==> src/rtl/uart_tx_arbiter.sv <==
// uart_tx_arbiter
//   Round-robin, packet-locked arbiter that shares one uart_fifo write port
//   among NUM_REQ byte-stream requesters. A requester keeps the grant until it
//   hands over the last byte of its packet, so packets never interleave in the
//   TX FIFO. Free space is judged from fifo_dcount plus the write that is
//   still pending in this block's own output register, so the FIFO is never
//   overrun.
//
//   Optional feature: define UART_TX_ARB_TIMEOUT_EN to enable a stall timer
//   that forcibly releases a grant after TIMEOUT LOCK cycles without a
//   transfer. Without the macro there is no timer and abort is tied to 0.
//
// Ports
//   clk          in   system clock, rising edge
//   rst_n        in   asynchronous reset, active-low
//   req_valid    in   [NUM_REQ]            per-requester byte valid
//   req_data     in   [NUM_REQ*DATA_WIDTH] requester i uses [i*DW +: DW]
//   req_last     in   [NUM_REQ]            byte is the last of its packet
//   req_ready    out  [NUM_REQ]            byte accepted when valid & ready
//   fifo_wr      out  registered FIFO write strobe
//   fifo_din     out  [DATA_WIDTH] registered FIFO write data
//   fifo_dcount  in   [$clog2(FIFO_SIZE)+1] FIFO occupancy
//   grant        out  [NUM_REQ] registered one-hot current owner
//   busy         out  arbiter is locked to an owner
//   abort        out  one-cycle pulse on a timeout release
module uart_tx_arbiter #(
  parameter int NUM_REQ    = 2,
  parameter int DATA_WIDTH = 8,
  parameter int FIFO_SIZE  = 16,
  parameter int TIMEOUT    = 255
) (
  input  logic                          clk,
  input  logic                          rst_n,
  input  logic [NUM_REQ-1:0]            req_valid,
  input  logic [NUM_REQ*DATA_WIDTH-1:0] req_data,
  input  logic [NUM_REQ-1:0]            req_last,
  output logic [NUM_REQ-1:0]            req_ready,
  output logic                          fifo_wr,
  output logic [DATA_WIDTH-1:0]         fifo_din,
  input  logic [$clog2(FIFO_SIZE):0]    fifo_dcount,
  output logic [NUM_REQ-1:0]            grant,
  output logic                          busy,
  output logic                          abort
);

  localparam int IW = $clog2(NUM_REQ);
  // One extra bit over dcount so dcount + pending write can never wrap.
  localparam int CW = $clog2(FIFO_SIZE) + 2;

  localparam logic STATE_IDLE = 1'b0;
  localparam logic STATE_LOCK = 1'b1;

  logic          state;
  logic [IW-1:0] rr_ptr;
  logic [IW-1:0] owner;
  logic [IW-1:0] pick_idx;
  logic          pick_found;
  logic [CW-1:0] fill_sum;
  logic          space_ok;
  logic          xfer;
  logic          release_lock;
  logic          timeout_hit;

  // Occupancy seen by the FIFO after our pending write lands.
  assign fill_sum = CW'(fifo_dcount) + CW'(fifo_wr);
  assign space_ok = fill_sum < CW'(FIFO_SIZE);

  assign busy      = (state == STATE_LOCK);
  assign req_ready = (state == STATE_LOCK && space_ok) ? grant : '0;
  assign xfer      = (state == STATE_LOCK) && req_valid[owner] && space_ok;

  assign release_lock = (xfer && req_last[owner]) || timeout_hit;

  // Cyclic search for the first valid requester at or after rr_ptr.
  always_comb begin
    int            sum;
    logic [IW-1:0] idx;
    pick_idx   = '0;
    pick_found = 1'b0;
    sum        = 0;
    idx        = '0;
    for (int k = 0; k < NUM_REQ; k++) begin
      sum = int'(rr_ptr) + k;
      if (sum >= NUM_REQ) sum = sum - NUM_REQ;
      idx = IW'(sum);
      if (!pick_found && req_valid[idx]) begin
        pick_found = 1'b1;
        pick_idx   = idx;
      end
    end
  end

  // Arbitration FSM: lock onto a requester, release after its last byte
  // (or a timeout) and move the round-robin pointer past the old owner.
  always_ff @(posedge clk or negedge rst_n) begin
    if (!rst_n) begin
      state  <= STATE_IDLE;
      rr_ptr <= '0;
      owner  <= '0;
      grant  <= '0;
    end else begin
      case (state)
        STATE_IDLE: begin
          if (pick_found) begin
            state <= STATE_LOCK;
            owner <= pick_idx;
            grant <= NUM_REQ'(1) << pick_idx;
          end
        end
        STATE_LOCK: begin
          if (release_lock) begin
            state  <= STATE_IDLE;
            grant  <= '0;
            rr_ptr <= (owner == IW'(NUM_REQ - 1)) ? '0 : owner + IW'(1);
          end
        end
        default: begin
          state <= STATE_IDLE;
          grant <= '0;
        end
      endcase
    end
  end

  // Write register: one cycle of latency from handshake to FIFO strobe.
  // Cleared by reset so a pending write of a dropped packet never lands.
  always_ff @(posedge clk or negedge rst_n) begin
    if (!rst_n) begin
      fifo_wr  <= 1'b0;
      fifo_din <= '0;
    end else begin
      fifo_wr <= xfer;
      if (xfer) begin
        fifo_din <= req_data[int'(owner)*DATA_WIDTH +: DATA_WIDTH];
      end
    end
  end

`ifdef UART_TX_ARB_TIMEOUT_EN
  localparam int TW_RAW = $clog2(TIMEOUT + 1);
  localparam int TW     = (TW_RAW < 8) ? 8 : ((TW_RAW > 16) ? 16 : TW_RAW);

  logic [TW-1:0] timer;

  // A transfer in the same cycle takes precedence over the timeout.
  assign timeout_hit = (state == STATE_LOCK) && !xfer && (timer == TW'(TIMEOUT));

  // Stall timer: counts LOCK cycles without a transfer; held at 0 outside
  // LOCK so every new lock starts from zero.
  always_ff @(posedge clk or negedge rst_n) begin
    if (!rst_n) begin
      timer <= '0;
      abort <= 1'b0;
    end else begin
      abort <= timeout_hit;
      if (state != STATE_LOCK || xfer || timeout_hit) begin
        timer <= '0;
      end else begin
        timer <= timer + 1'b1;
      end
    end
  end
`else
  logic unused_timeout;

  // Without the stall timer a grant is only released by req_last.
  assign timeout_hit    = 1'b0;
  assign abort          = 1'b0;
  assign unused_timeout = (TIMEOUT != 0);
`endif

endmodule
==> config.mk <==
export PLATFORM = sky130hd
export DESIGN_NAME = uart_tx_arbiter
export DESIGN_NICKNAME = d
export VERILOG_FILES = /design/src/rtl/uart_tx_arbiter.sv
export SDC_FILE = /design/constraint.sdc
export NUM_CORES = 1
export LEC_CHECK = 0
export CORE_MARGIN = 2
export CORE_UTILIZATION = 25
export CTS_CLUSTER_DIAMETER = 200
export DETAILED_ROUTE_END_ITERATION = 12
export HOLD_SLACK_MARGIN = 0.03
export PLACE_DENSITY = 0.58
export SYNTH_ARGS = -nofsm -noshare
export SYNTH_HDL_FRONTEND = slang
export SYNTH_SLANG_ARGS = --single-unit
==> constraint.sdc <==
create_clock -name clk -period 1.6 [get_ports clk]
set_input_delay 0.24 -clock clk [delete_from_list [all_inputs] [get_ports clk]]
set_output_delay 0.24 -clock clk [all_outputs]
set_load 0.01 [all_outputs]
* Yosys cells after proc, flatten, opt, wreduce, memory -nomap -nowiden
Index checks and enable logic that the tools add are counted.
** Cells by class
- Mux-type cells :: 22
- Reductions and logical operators :: 9
- Equal/unequal tests :: 2
- Bitwise operators :: 1
- $add $sub $neg :: 5
- Order comparisons :: 6
- Shift-type cells :: 2
** Operators by type and width (number)
- $mux W1 :: 17
- $shiftx A16 B5 Y8 :: 1
- $add A5 B1 Y6 :: 1
- $lt A1 B2 Y1 const B :: 3
- $lt A6 B5 Y1 const B :: 1
- $mux W2 :: 3
- $reduce_and A2 Y1 :: 3
- $logic_and A1 B1 Y1 :: 5
- $pmux W2 S2 :: 1
- $add A1 B1 Y2 const B :: 1
- $ge A1 B2 Y1 const B :: 1
- $ge A2 B2 Y1 const B :: 1
- $ne A2 B1 Y1 const B :: 1
- $ne A2 B2 Y1 const B :: 1
- $pmux W1 S2 :: 1
- $shl A1 B1 Y2 const A :: 1
- $sub A1 B1 Y1 const B :: 2
- $add A1 B1 Y1 const B :: 1
- $logic_not A1 Y1 :: 1
- $not A1 Y1 :: 1
** Storage, ports and cells
- Input bits :: 27
- Word-level logic and storage cells :: 53
- Output and inout port bits :: 15
- Flip-flop bits (word level) :: 14

* Longest topological paths before layout
- Word-level depth :: 11
- Depth in mapped cells :: 4

* Worst setup path after synthesis
No wires, ideal clock.
- Kind :: register to register
- Start :: register fifo_wr
- End :: register fifo_din[0]
- Cell stages (with the launch flop) :: 4
- Setup time :: 0.125 ns
- Setup slack :: 0.105 ns
- Arrival :: 1.371 ns
- Required time :: 1.475 ns
- Path buffers :: 0
- Cell sequence :: dfrtp_1 > and4_4 > a211oi_4 > mux2_2
** On the way
- Longest elaborated chain between the ends :: 3
** Ends and longest elaborated chain
- from (decl) :: RTL line 38 : output logic fifo_wr,
- from (signal assigned) :: RTL line 132 : fifo_wr <= xfer;
- $add A5 B1 Y6 :: RTL line 65 : assign fill_sum = CW'(fifo_dcount) + CW'(fifo_wr);
- $lt A6 B5 Y1 :: RTL line 66 : assign space_ok = fill_sum < CW'(FIFO_SIZE);
- $logic_and A1 B1 Y1 :: RTL line 70 : assign xfer = (state == STATE_LOCK) && req_valid[owner] && space_ok;
- named net xfer :: RTL line 60 : logic xfer;
- to (signal assigned) :: RTL line 134 : fifo_din <= req_data[int'(owner)*DATA_WIDTH +: DATA_WIDTH];
- to (decl) :: RTL line 39 : output logic [DATA_WIDTH-1:0] fifo_din,
The timed path passes the listed nets, and every way through them passes these cells.
A chain may end at the register's enable or synchronous reset.

* Worst setup path after layout
- Start :: input fifo_dcount[4]
- End :: register fifo_din[1]
** On the way
- Longest elaborated chain between the ends :: 3
** Ends and longest elaborated chain
- from (decl) :: RTL line 40 : input logic [$clog2(FIFO_SIZE):0] fifo_dcount,
- $add A5 B1 Y6 :: RTL line 65
- $lt A6 B5 Y1 :: RTL line 66
- $logic_and A1 B1 Y1 :: RTL line 70
- named net xfer :: RTL line 60
The timed path passes the listed nets, and every way through them passes these cells.

==> results.sh <==
export IMPL_crit_type="input pin to register"
export IMPL_dieArea_mm2=0.00330
export IMPL_crit_fanout=9
export IMPL_critical_path_top_delay_family="buffers and inverters"
export IMPL_rsz0062_at_grt="yes"
export IMPL_cp_slowest_cell="clkdlybuf4s50_1"
export IMPL_status="finished, violations left"
export IMPL_io_pins=42
export IMPL_stdcell_count=141
export IMPL_synth_nets=84
export IMPL_syn_area_um2=714
export IMPL_gp_congestion=0.670
export IMPL_path_cells="clkdlybuf4s50_1 -> nand2b_1 -> buf_4 -> a211oi_4 -> buf_12 -> mux2_2"
export IMPL_maxCapViolCount=0
export IMPL_vias=641
export IMPL_slew_viol_final=0
export IMPL_drive_above_1_share_pct=33.6
export IMPL_cts_tree="built"
export IMPL_fin_worst_skew_ps=0.836
export IMPL_drt_total_wl_um=1730
export IMPL_min_period_ps=1600
export IMPL_firstDrtPassIters=4
export IMPL_synth_cell_type_count=21
export IMPL_drtIter0Drc=5
export IMPL_antenna_found_initial=0
export IMPL_ant_nets=0
export IMPL_p_clk_share_pct=14.1
export IMPL_yosysTopAreaCell="dfrtp_1"
export IMPL_dp_hpwl_um=1380
export IMPL_comb_power_share_pct=51.2
export IMPL_area_growth_pct=78.8
export IMPL_postSynthAreaPerCell_um2=12.5
export IMPL_grt_pass1_vias=739
export IMPL_internal_power_mw=1.24
export IMPL_clk_pin_slew_ps=80
export IMPL_cts_sinks=14
export IMPL_synth_common_cells="mux2_2 (16), dfrtp_1 (14), nor2_1 (4)"
export IMPL_synth_ff_type="dfrtp_1"
export IMPL_finalSetupViolations=1
export IMPL_hold_class="input pin to asynchronous set/reset pin"
export IMPL_core_mm2=0.00273
export IMPL_synthCells=57
export IMPL_ys_async_sr_fraction_pct=100
export IMPL_die_h_um=57.5
export IMPL_p_seq_share_pct=34.7
export IMPL_dp_cells=136
export IMPL_yosysSeqAreaShare_pct=49.0
export IMPL_clockBufferDepth=2
export IMPL_sw_frac_of_total_pct=29.9
export IMPL_yosysMostFrequentCell="mux2_2"
export IMPL_powerDensity_mw_per_mm2=1390
export IMPL_fin_nets=138
export IMPL_worst_ir_drop_vdd_mv=0.886
export IMPL_tns_ps=-2.36
export IMPL_fp_row_count=19
export IMPL_cp_required_ps=1770
export IMPL_die_w_um=57.5
export IMPL_p_leak_nw=0.528
export IMPL_initial_core_util_pct=26.1
export IMPL_htree_levels=1
export IMPL_wire_per_inst_um=12.3
export IMPL_fmax_mhz=624
export IMPL_crit_arrival_ps=1770
export IMPL_switchingPower_mw=0.530
export IMPL_violations="setup timing"
export IMPL_period_share_pct=100
export IMPL_grt_pass1_wl_um=2990
export IMPL_antenna_cells=0
export IMPL_worst_slack_ps=-2.36
export IMPL_start_kind="input pin"
export IMPL_grt_max_degree=15
export IMPL_cts_root_buf="clkbuf_4"
export IMPL_hold_viol_final=0
export IMPL_nFillCells=265
export IMPL_ys_ff_latch=14
export IMPL_clk_latency_ps=270
export IMPL_yosysWarnings=0
export IMPL_io_buffers=40
export IMPL_groute_usage_overall_pct=11.6
export IMPL_crit_path_end_kind="register"
export IMPL_overflow=0
export IMPL_ctsHoldBuffers=0
export IMPL_remaining_drc_errors=0
export IMPL_synth_top_area_share_pct=49.0
export IMPL_via_per_inst=4.55
export IMPL_whs_ps=259
export IMPL_critPathMaxStageDelay_ps=400
export IMPL_finalPower_mw=1.77
export IMPL_synth_edf_count=0
export IMPL_ys_top_cells_by_area="dfrtp_1 (49%), mux2_2 (25%), a211oi_4 (2.8%), nor2_1 (2.1%), and2_1 (1.8%)"
export IMPL_cts_made_buffers=3
export IMPL_crit_buf_inv=3
==> flip-flops by register name, indices dropped and copies added (netlist names) <==
name / cells
fifo_din: 8
grant: 2
busy: 1
fifo_wr: 1
owner: 1
rr_ptr: 1
==> routing by layer <==
metal	wire, um	share of wire (%)	global-route usage [%]	up-vias
met2	816	47	20.0	32
met3	184	11	4.08	2
met5	0	0	0	-
met1	721	42	12.4	297
li1	-	-	-	310
met4	10	0.58	5.98	0
==> final cells by class <==
cell class / instances / area [um2] / area share (%)
clock buffers: 4 / 36.3 / 2.84
multi-input cells: 41 / 363 / 28.4
flip-flops and latches: 14 / 350 / 27.4
well taps: 31 / 38.8 / 3.04
repair buffers: 51 / 489 / 38.3
==> timing repair <==
| item | CTS | global route |
|---|---|---|
| buffers inserted | 1 | 0 |
| setup endpoints to repair | 3 | 8 |
| pin swaps | 1 | 0 |
| endpoints found under the hold margin | 0 | 0 |
| resized for setup | 11 | 0 |
==> worst paths after layout <==
kind                                start           to  slack [ps]  cells past startpoint
setup / recovery           fifo_dcount[4]  fifo_din[1]          -2                      6
hold / removal                      rst_n  fifo_din[1]         260                      2
setup reg to reg                  fifo_wr  fifo_din[1]          20                      5
hold reg to reg               fifo_din[2]  fifo_din[2]         520                      1
max in group asynchronous           rst_n  fifo_din[2]        1180                      2
min in group clk              fifo_din[2]  fifo_din[2]         520                      1
==> layout by cell type (no fill, tap or decap) <==
cell             synthesis  routed
a21oi_1                  2       1
buf_12                   0       1
clkbuf_8                 0       1
nor2b_1                  2       2
and4_4                   1       1
and2_1                   2       2
o21ba_2                  1       1
clkdlybuf4s50_1          0      38
nand2b_1                 2       2
mux2_2                  16      16
a211oi_1                 1       1
buf_4                    1       9
conb_1                   1       1
nor2_1                   4       4
a221oi_1                 1       1
nand3b_1                 1       1
mux2i_1                  1       1
a2bb2oi_1                1       1
buf_2                    1       2
nor3_1                   2       2
and3_1                   1       1
clkbuf_4                 0       3
a21oi_4                  0       1
a211oi_4                 1       1
nand3_1                  1       1
dfrtp_1                 14      14
buf_6                    0       1
==> logic make-up after synthesis <==
group / Yosys count / synth area share (%)
other: 1 / 0.525
AOI/OAI and AO/OA: 7 / 9.11
and+or+nand+nor: 16 / 13.0
buffers and inverters: 2 / 1.75
muxes: 17 / 26.6
DFF: 14 / 49.0
==> per-stage QoR <==
stage	utilization [%]	area [um2]	setup slack, ps
floorplan	-	714	105
global placement	44.9	1230	-394
detailed placement	44.9	1230	-403
CTS	46.7	1280	4.98
global route	46.7	1280	-25.0
finish	46.7	1280	-2.36
==> power by group through the flow <==
stage                     logic (mW)  registers (mW)  clock network [mW]
after detailed placement       0.920           0.625                   0
after global routing           0.976           0.641               0.274
after global placement         0.911           0.619                   0
after floorplan                0.368           0.671                   0
after CTS                      0.925           0.623               0.260
final                          0.908           0.616               0.249
Power figures use the tool's default switching activity.
